===== config.mk =====
export PLATFORM = sky130hd
export DESIGN_NAME = wb_stage_pipe
export DESIGN_NICKNAME = d
export VERILOG_FILES = /design/src/rtl/wb_pkg.sv /design/src/rtl/wb_load_ext.sv /design/src/rtl/wb_stage_pipe.sv
export SDC_FILE = /design/constraint.sdc
export NUM_CORES = 1
export LEC_CHECK = 0
export ABC_AREA = 1
export BUFFER_PORTS_ARGS = -buffer_cell sky130_fd_sc_hd__buf_4
export CAP_MARGIN = 20
export CORE_AREA = 4 4 155 157
export DETAILED_ROUTE_END_ITERATION = 12
export DIE_AREA = 0 0 159 161
export MAX_ROUTING_LAYER = met4
export PLACE_DENSITY = 0.74
export SYNTH_ARGS = -nofsm -noshare
export SYNTH_HDL_FRONTEND = slang
export SYNTH_HIERARCHICAL = 1
export SYNTH_SLANG_ARGS = --single-unit

===== constraint.sdc =====
create_clock -name clk -period 4 [get_ports clk]
set_input_delay 0.8 -clock clk [delete_from_list [all_inputs] [get_ports clk]]
set_output_delay 0.8 -clock clk [all_outputs]
set_load 0.005 [all_outputs]

===== src/rtl/wb_pkg.sv =====
// -----------------------------------------------------------------------------
// wb_pkg
// Shared types and constants for the write-back stage of the pipelined ARM CPU.
//   ld_size_t     : load access size (byte / half / word / dword)
//   wb_payload_t  : MEM/WB payload at the default datapath widths (64/32)
//   LINK_REG_DEF  : register written by BL (X30)
//   ZERO_REG_DEF  : register that is never written (XZR)
// -----------------------------------------------------------------------------
package wb_pkg;

    localparam int LINK_REG_DEF = 30;
    localparam int ZERO_REG_DEF = 31;

    localparam int PKG_DATA_W  = 64;
    localparam int PKG_INSTR_W = 32;

    typedef enum logic [1:0] {
        LD_B = 2'b00,
        LD_H = 2'b01,
        LD_W = 2'b10,
        LD_D = 2'b11
    } ld_size_t;

    typedef struct packed {
        logic [PKG_DATA_W-1:0]  alu_result;
        logic [PKG_DATA_W-1:0]  mem_data;
        logic [PKG_DATA_W-1:0]  incr4;
        logic [PKG_INSTR_W-1:0] instr;
        logic                   mem_to_reg;
        logic                   bl_branch;
        logic                   reg_write;
        ld_size_t               ld_size;
        logic                   ld_signed;
    } wb_payload_t;

endpackage


===== src/rtl/wb_load_ext.sv =====
// -----------------------------------------------------------------------------
// wb_load_ext
// Combinational load-data extender. Picks the low 8/16/32/64 bits of the raw
// memory word according to ld_size and sign- or zero-extends them to DATA_W.
// A dword load passes the full word and ignores ld_signed.
// Ports:
//   mem_data  in  DATA_W  raw data-memory read data
//   ld_size   in  2       access size (ld_size_t)
//   ld_signed in  1       sign-extend when set, zero-extend otherwise
//   load_data out DATA_W  extended load value
// DATA_W must be greater than 32.
// -----------------------------------------------------------------------------
module wb_load_ext
    import wb_pkg::*;
#(
    parameter int DATA_W = 64
) (
    input  logic [DATA_W-1:0] mem_data,
    input  ld_size_t          ld_size,
    input  logic              ld_signed,
    output logic [DATA_W-1:0] load_data
);

    function automatic logic [DATA_W-1:0] load_extend(
        input logic [DATA_W-1:0] d,
        input ld_size_t          sz,
        input logic              sgn
    );
        logic signed [7:0]  b;
        logic signed [15:0] h;
        logic signed [31:0] w;
        logic [DATA_W-1:0]  r;
        b = $signed(d[7:0]);
        h = $signed(d[15:0]);
        w = $signed(d[31:0]);
        case (sz)
            LD_B:    r = sgn ? {{(DATA_W-8){b[7]}},   b} : {{(DATA_W-8){1'b0}},  d[7:0]};
            LD_H:    r = sgn ? {{(DATA_W-16){h[15]}}, h} : {{(DATA_W-16){1'b0}}, d[15:0]};
            LD_W:    r = sgn ? {{(DATA_W-32){w[31]}}, w} : {{(DATA_W-32){1'b0}}, d[31:0]};
            default: r = d;
        endcase
        return r;
    endfunction

    assign load_data = load_extend(mem_data, ld_size, ld_signed);

endmodule


===== src/rtl/wb_stage_pipe.sv =====
// -----------------------------------------------------------------------------
// wb_stage_pipe
// Registered write-back stage. Captures the MEM/WB payload, selects the
// register-file write data (BL return address > load data > ALU result),
// derives destination register and gated write enable, mirrors them onto the
// EX forwarding bus and counts instructions accepted into WB.
// Edge priority: reset > flush > stall > capture.
//
// Optional build macro: WB_LOAD_EXT_EN
//   defined   : load data is size-selected and sign/zero-extended (wb_load_ext)
//   undefined : memory data passes unmodified; ld_size/ld_signed are ignored
//
// Ports:
//   clk, reset (sync, active-high)
//   in_valid, in_alu_result, in_mem_data, in_incr4, in_instr,
//   in_mem_to_reg, in_bl_branch, in_reg_write, in_ld_size, in_ld_signed
//                                   MEM-stage payload
//   stall, flush                    hazard-unit controls
//   wb_valid, wb_reg_write, wb_dest_reg, wb_write_data
//                                   register-file write port
//   fwd_valid, fwd_reg, fwd_data    forwarding bus (mirrors write port)
//   retired_count                   accepted-instruction counter (wraps)
// -----------------------------------------------------------------------------
module wb_stage_pipe
    import wb_pkg::*;
#(
    parameter int DATA_W   = 64,
    parameter int INSTR_W  = 32,
    parameter int REG_AW   = 5,
    parameter int LINK_REG = LINK_REG_DEF,
    parameter int ZERO_REG = ZERO_REG_DEF,
    parameter int CNT_W    = 32
) (
    input  logic               clk,
    input  logic               reset,
    input  logic               in_valid,
    input  logic [DATA_W-1:0]  in_alu_result,
    input  logic [DATA_W-1:0]  in_mem_data,
    input  logic [DATA_W-1:0]  in_incr4,
    input  logic [INSTR_W-1:0] in_instr,
    input  logic               in_mem_to_reg,
    input  logic               in_bl_branch,
    input  logic               in_reg_write,
    input  logic [1:0]         in_ld_size,
    input  logic               in_ld_signed,
    input  logic               stall,
    input  logic               flush,
    output logic               wb_valid,
    output logic               wb_reg_write,
    output logic [REG_AW-1:0]  wb_dest_reg,
    output logic [DATA_W-1:0]  wb_write_data,
    output logic               fwd_valid,
    output logic [REG_AW-1:0]  fwd_reg,
    output logic [DATA_W-1:0]  fwd_data,
    output logic [CNT_W-1:0]   retired_count
);

    localparam logic [REG_AW-1:0] LINK_A = REG_AW'(LINK_REG);
    localparam logic [REG_AW-1:0] ZERO_A = REG_AW'(ZERO_REG);

    // Same layout as wb_payload_t, sized by this instance's parameters.
    typedef struct packed {
        logic [DATA_W-1:0]  alu_result;
        logic [DATA_W-1:0]  mem_data;
        logic [DATA_W-1:0]  incr4;
        logic [INSTR_W-1:0] instr;
        logic               mem_to_reg;
        logic               bl_branch;
        logic               reg_write;
        ld_size_t           ld_size;
        logic               ld_signed;
    } payload_t;

    payload_t          pl_in;
    payload_t          pl_p0;
    logic              vld_p0;
    logic [CNT_W-1:0]  cnt_p0;
    logic [DATA_W-1:0] load_data;
    logic [REG_AW-1:0] dest_reg;
    logic [DATA_W-1:0] write_data;
    logic              reg_we;

    always_comb begin
        pl_in.alu_result = in_alu_result;
        pl_in.mem_data   = in_mem_data;
        pl_in.incr4      = in_incr4;
        pl_in.instr      = in_instr;
        pl_in.mem_to_reg = in_mem_to_reg;
        pl_in.bl_branch  = in_bl_branch;
        pl_in.reg_write  = in_reg_write;
        pl_in.ld_size    = ld_size_t'(in_ld_size);
        pl_in.ld_signed  = in_ld_signed;
    end

    // ---- MEM/WB boundary: p0 registers ----
    // A flush only clears the valid bit; the stale payload is harmless because
    // every enable derived from it is gated by vld_p0.
    always_ff @(posedge clk) begin
        if (reset) begin
            vld_p0 <= 1'b0;
            pl_p0  <= '0;
            cnt_p0 <= '0;
        end else if (flush) begin
            vld_p0 <= 1'b0;
        end else if (!stall) begin
            vld_p0 <= in_valid;
            pl_p0  <= pl_in;
            if (in_valid) begin
                cnt_p0 <= cnt_p0 + CNT_W'(1);
            end
        end
    end

    // ---- WB outputs: combinational from p0 only ----
`ifdef WB_LOAD_EXT_EN
    wb_load_ext #(
        .DATA_W (DATA_W)
    ) u_load_ext (
        .mem_data  (pl_p0.mem_data),
        .ld_size   (pl_p0.ld_size),
        .ld_signed (pl_p0.ld_signed),
        .load_data (load_data)
    );
`else
    logic unused_ld_fields;
    assign load_data        = pl_p0.mem_data;
    assign unused_ld_fields = ^{pl_p0.ld_size, pl_p0.ld_signed};
`endif

    logic unused_instr_hi;
    assign unused_instr_hi = ^pl_p0.instr[INSTR_W-1:REG_AW];

    always_comb begin
        dest_reg = pl_p0.bl_branch ? LINK_A : pl_p0.instr[REG_AW-1:0];

        if (pl_p0.bl_branch) begin
            write_data = pl_p0.incr4;
        end else if (pl_p0.mem_to_reg) begin
            write_data = load_data;
        end else begin
            write_data = pl_p0.alu_result;
        end

        // Held entries keep the enable asserted during stall; rewriting the
        // same address with the same data is harmless.
        reg_we = vld_p0 & (pl_p0.reg_write | pl_p0.bl_branch) & (dest_reg != ZERO_A);
    end

    assign wb_valid      = vld_p0;
    assign wb_reg_write  = reg_we;
    assign wb_dest_reg   = dest_reg;
    assign wb_write_data = write_data;
    assign fwd_valid     = reg_we;
    assign fwd_reg       = dest_reg;
    assign fwd_data      = write_data;
    assign retired_count = cnt_p0;

endmodule


==> flow_summary.toml <==
[detailed_routing]
highest-signal-layer = "met4"
wire_per_inst_um = 15.7
detailedRoute.firstIterationViolations = 761
met3WireLength_mm = 2.24
vias_per_instance = 5.08
dr_wl_met2_mm = 15.6
postRouteAntennaNets = 0
detailedRoute.firstPassIterationCount = 6
wl_mm = 32.4
remaining_drc_errors = 0
detailroute.via_count = 10500
wirelength_met1_mm = 13.7

[cells_and_area]
antennaDiodeCount = 0
nNetsFinal = 1998
most-common-layout-cells = "buf_4 (388), o21ai_0 (333), nor2_1 (320)"
final_area_um2 = 13700
multiInputGateArea_um2 = 4510
layout_commonest_cell = "buf_4"
syn_to_final_growth_pct = 31.0
n_fill_cell = 2080
register_area_um2 = 4670
drive_gt1_frac = 0.254

[die]
core_region_area_um2 = 22500
floorplan.die_area_um2 = 25600
floorplan.initialDensity = 0.466
ios = 408
row_count = 55
chipWidth_um = 159
chipHeight_um = 161

[synthesis]
yosys.area.top_type_share = 0.444
synth_seq_cells = 233
synth_compound_area_frac = 0.204
sequential_cell_area_fraction_in_the_yosys_report = 0.444
mappedNetlistArea_um2 = 10500
synthXorXnorAreaFrac = 0.00250
yosysWarnings = 6
post_synthesis_instance_total = 1509
main_combinational_cell_family_by_area_after_synthesis = "simple AND/OR/NAND/NOR gates"
synth_ff_type = "dfxtp_1"
synth_simple_gate_area_frac = 0.222
yosys-top-cells-area = "dfxtp_1 (44%), o21ai_0 (16%), nor2_1 (11%), nand2_1 (7.3%), buf_4 (5.0%)"
synth.area.mux_share = 0
post_synth.cell_area_avg_um2 = 6.95
number_of_distinct_library_cells_after_synthesis = 31
synth_adder_area_share = 0.00119
mapped_nets = 1745
synth_enable_flop_cells = 0
synth_top_area_cell = "dfxtp_1"
async_reset_ff_frac = 0

[timing]
clock-skew-final_ns = 0.00661
rsz_0062_raised_after_global_routing = "false"
worstMarginPinSlew_ns = 0.699
setup-tns-final_ns = 0
finalWorstPathRequiredPeriod_ns = 3.14
maxSlewHeadroom = 0.534
slew_violations = 0
timing.final.crit_share = 0.785
setup_viol_count_final = 0
hold_viol = 0
fmax_ghz = 0.319

[power_and_ir_drop]
power_frac_clock = 0.398
switching_share = 0.250
power.density_cell_area_nw_per_um2 = 414
comb_power_share = 0.157
internal_power_mw = 4.27
register_share_of_total_power = 0.445
ir_worst_vdd_uv = 295
cellLeakagePower_nw = 6.12
total_switching_power_mw = 1.42

[critical_path]
depth_of_the_worst_register_to_register_path = 9
worstReg2RegStart = "retired_count[1]$_SDFFE_PP0P_"
largest_fanout_on_the_critical_path = 52
critical_path.startpoint_type = "flip-flop"
cp.arrival_ns = 2.34
reg2reg_slack_ns = 2.34
setup.worst_path.end_class = "primary output"
category_of_the_critical_setup_timing_path = "reg2out"
r2r-end = "retired_count[28]$_SDFFE_PP0P_"
crit_required_ns = 3.20

[global_routing]
globalRouteOverflowTotal = 0
grt_max_degree = 105
antenna_found_initial = 0
global_route_wire_length_before_repair_mm = 51.4
grt_pass1_vias = 9742
grt_util_all_layers = 0.246

[run_status]
status = "completed"

[clocking]
cts_num_sinks = 233
cts.path.max_buffers = 3
hold_buffers = 0
cts_max_level = 1
clk_latency_ns = 0.51
post_cts_buffers = 0
clkTransAtPathRegs_ns = 0.06
cts-resized-gates = 0
cts_tree = "yes"
cts_inserted_buffers = 25
cts_root_buffer = "clkbuf_16"

[hold_path]
min_path_type = "reg2reg"
holdCritStartpoint = "load_data[24]$_SDFFE_PP0N_"
whs_path_depth = 2
terminating_pin_of_the_worst_hold_path = "load_data[24]$_SDFFE_PP0N_"

[placed_design]
final_hpwl_from_detailed_placement_mm = 22.9
buffer_ports.inserted = 377
globalplace.congestion = 0.922
dpl-instance-area_um2 = 12900

[flow_run]
max_capacitance_violation_count = 0
## routing by layer
layer,track usage,vias to the layer above
met5,-,-
met4,0.0627,0
met3,0.0518,62
met2,0.401,397
met1,0.314,4742
li1,-,5288
## power by group through the flow
stage	sequential (mW)	clock [mW]	combinational [mW]
3_5_place_dp	2.58	0	0.898
5_1_grt	2.55	2.41	0.994
2_1_floorplan	2.54	0	0.502
3_3_place_gp	2.57	0	0.885
4_1_cts	2.53	2.31	0.903
6_report	2.53	2.26	0.894
## logic make-up after synthesis
kind of cell,Yosys count
adders and majority gates,1
DFF,233
and+or+nand+nor,575
buffers and inverters,272
AOI/OAI and AO/OA,425
xor gates and xnor gates,3
## layout make-up
| cell class | instances | share of cell area |
|---|---|---|
| flip-flops and latches | 233 | 0.340 |
| inverters | 106 | 0.0295 |
| multi-input cells | 1004 | 0.328 |
| well taps | 285 | 0.0259 |
| clock buffers | 39 | 0.0552 |
| repair buffers | 392 | 0.218 |
| clock inverters | 4 | 0.00355 |
## Yosys cell counts (2+ instances only)
| cell type | instances |
|---|---|
| a21oi_1 | 83 |
| buf_1 | 4 |
| buf_2 | 30 |
| buf_4 | 70 |
| clkbuf_1 | 62 |
| dfxtp_1 | 233 |
| inv_1 | 104 |
| nand2_1 | 203 |
| nand2_2 | 3 |
| nand3_1 | 17 |
| nand3_4 | 3 |
| nand4_1 | 10 |
| nor2_1 | 320 |
| nor2_2 | 3 |
| nor2_4 | 6 |
| nor3_1 | 5 |
| o21ai_0 | 333 |
| o21ai_1 | 5 |
| or2_2 | 2 |
| xnor2_1 | 2 |
## through the flow
step / total power [mW] / worst slack [ns] / util / instances / hold slack (ns)
3_3_place_gp: 3.46 / 1.35 / 0.575 / 2020 / 0.438
5_1_grt: 5.95 / 0.735 / 0.611 / 2063 / 0.465
6_report: 5.69 / 0.861 / 0.611 / 2063 / 0.448
3_5_place_dp: 3.48 / 1.33 / 0.575 / 2020 / 0.443
2_1_floorplan: 3.05 / 1.87 / - / 1509 / 0.429
4_1_cts: 5.74 / 0.856 / 0.611 / 2063 / 0.452
## registers in the layout, summed over array words and instances (netlist names)
register / count
load_data: 64
pl_p0: 136
retired_count: 32
wb_valid: 1
## worst max-delay path, cell delays in order (launching register included)
cell and delay [ns]:
dfxtp_4 0.69, buf_12 0.30, o21ai_0 0.12, o21ai_0 0.47
buf_4 0.21
## worst max-delay path by stage
stage,to,start,slack [ns],cells after the start
3_5_place_dp,pl_p0[218]$_SDFFE_PP0N_,stall,1.33,6
5_1_grt,wb_write_data[18],pl_p0[5]$_SDFFE_PP0N_,0.73,4
2_1_floorplan,wb_write_data[0],pl_p0[5]$_SDFFE_PP0N_,1.87,6
6_report,wb_write_data[18],pl_p0[5]$_SDFFE_PP0N_,0.86,4
4_1_cts,wb_write_data[18],pl_p0[5]$_SDFFE_PP0N_,0.86,4
3_3_place_gp,pl_p0[6]$_SDFFE_PP0N_,stall,1.35,6
Note: power is estimated with default switching activity, not from simulation.
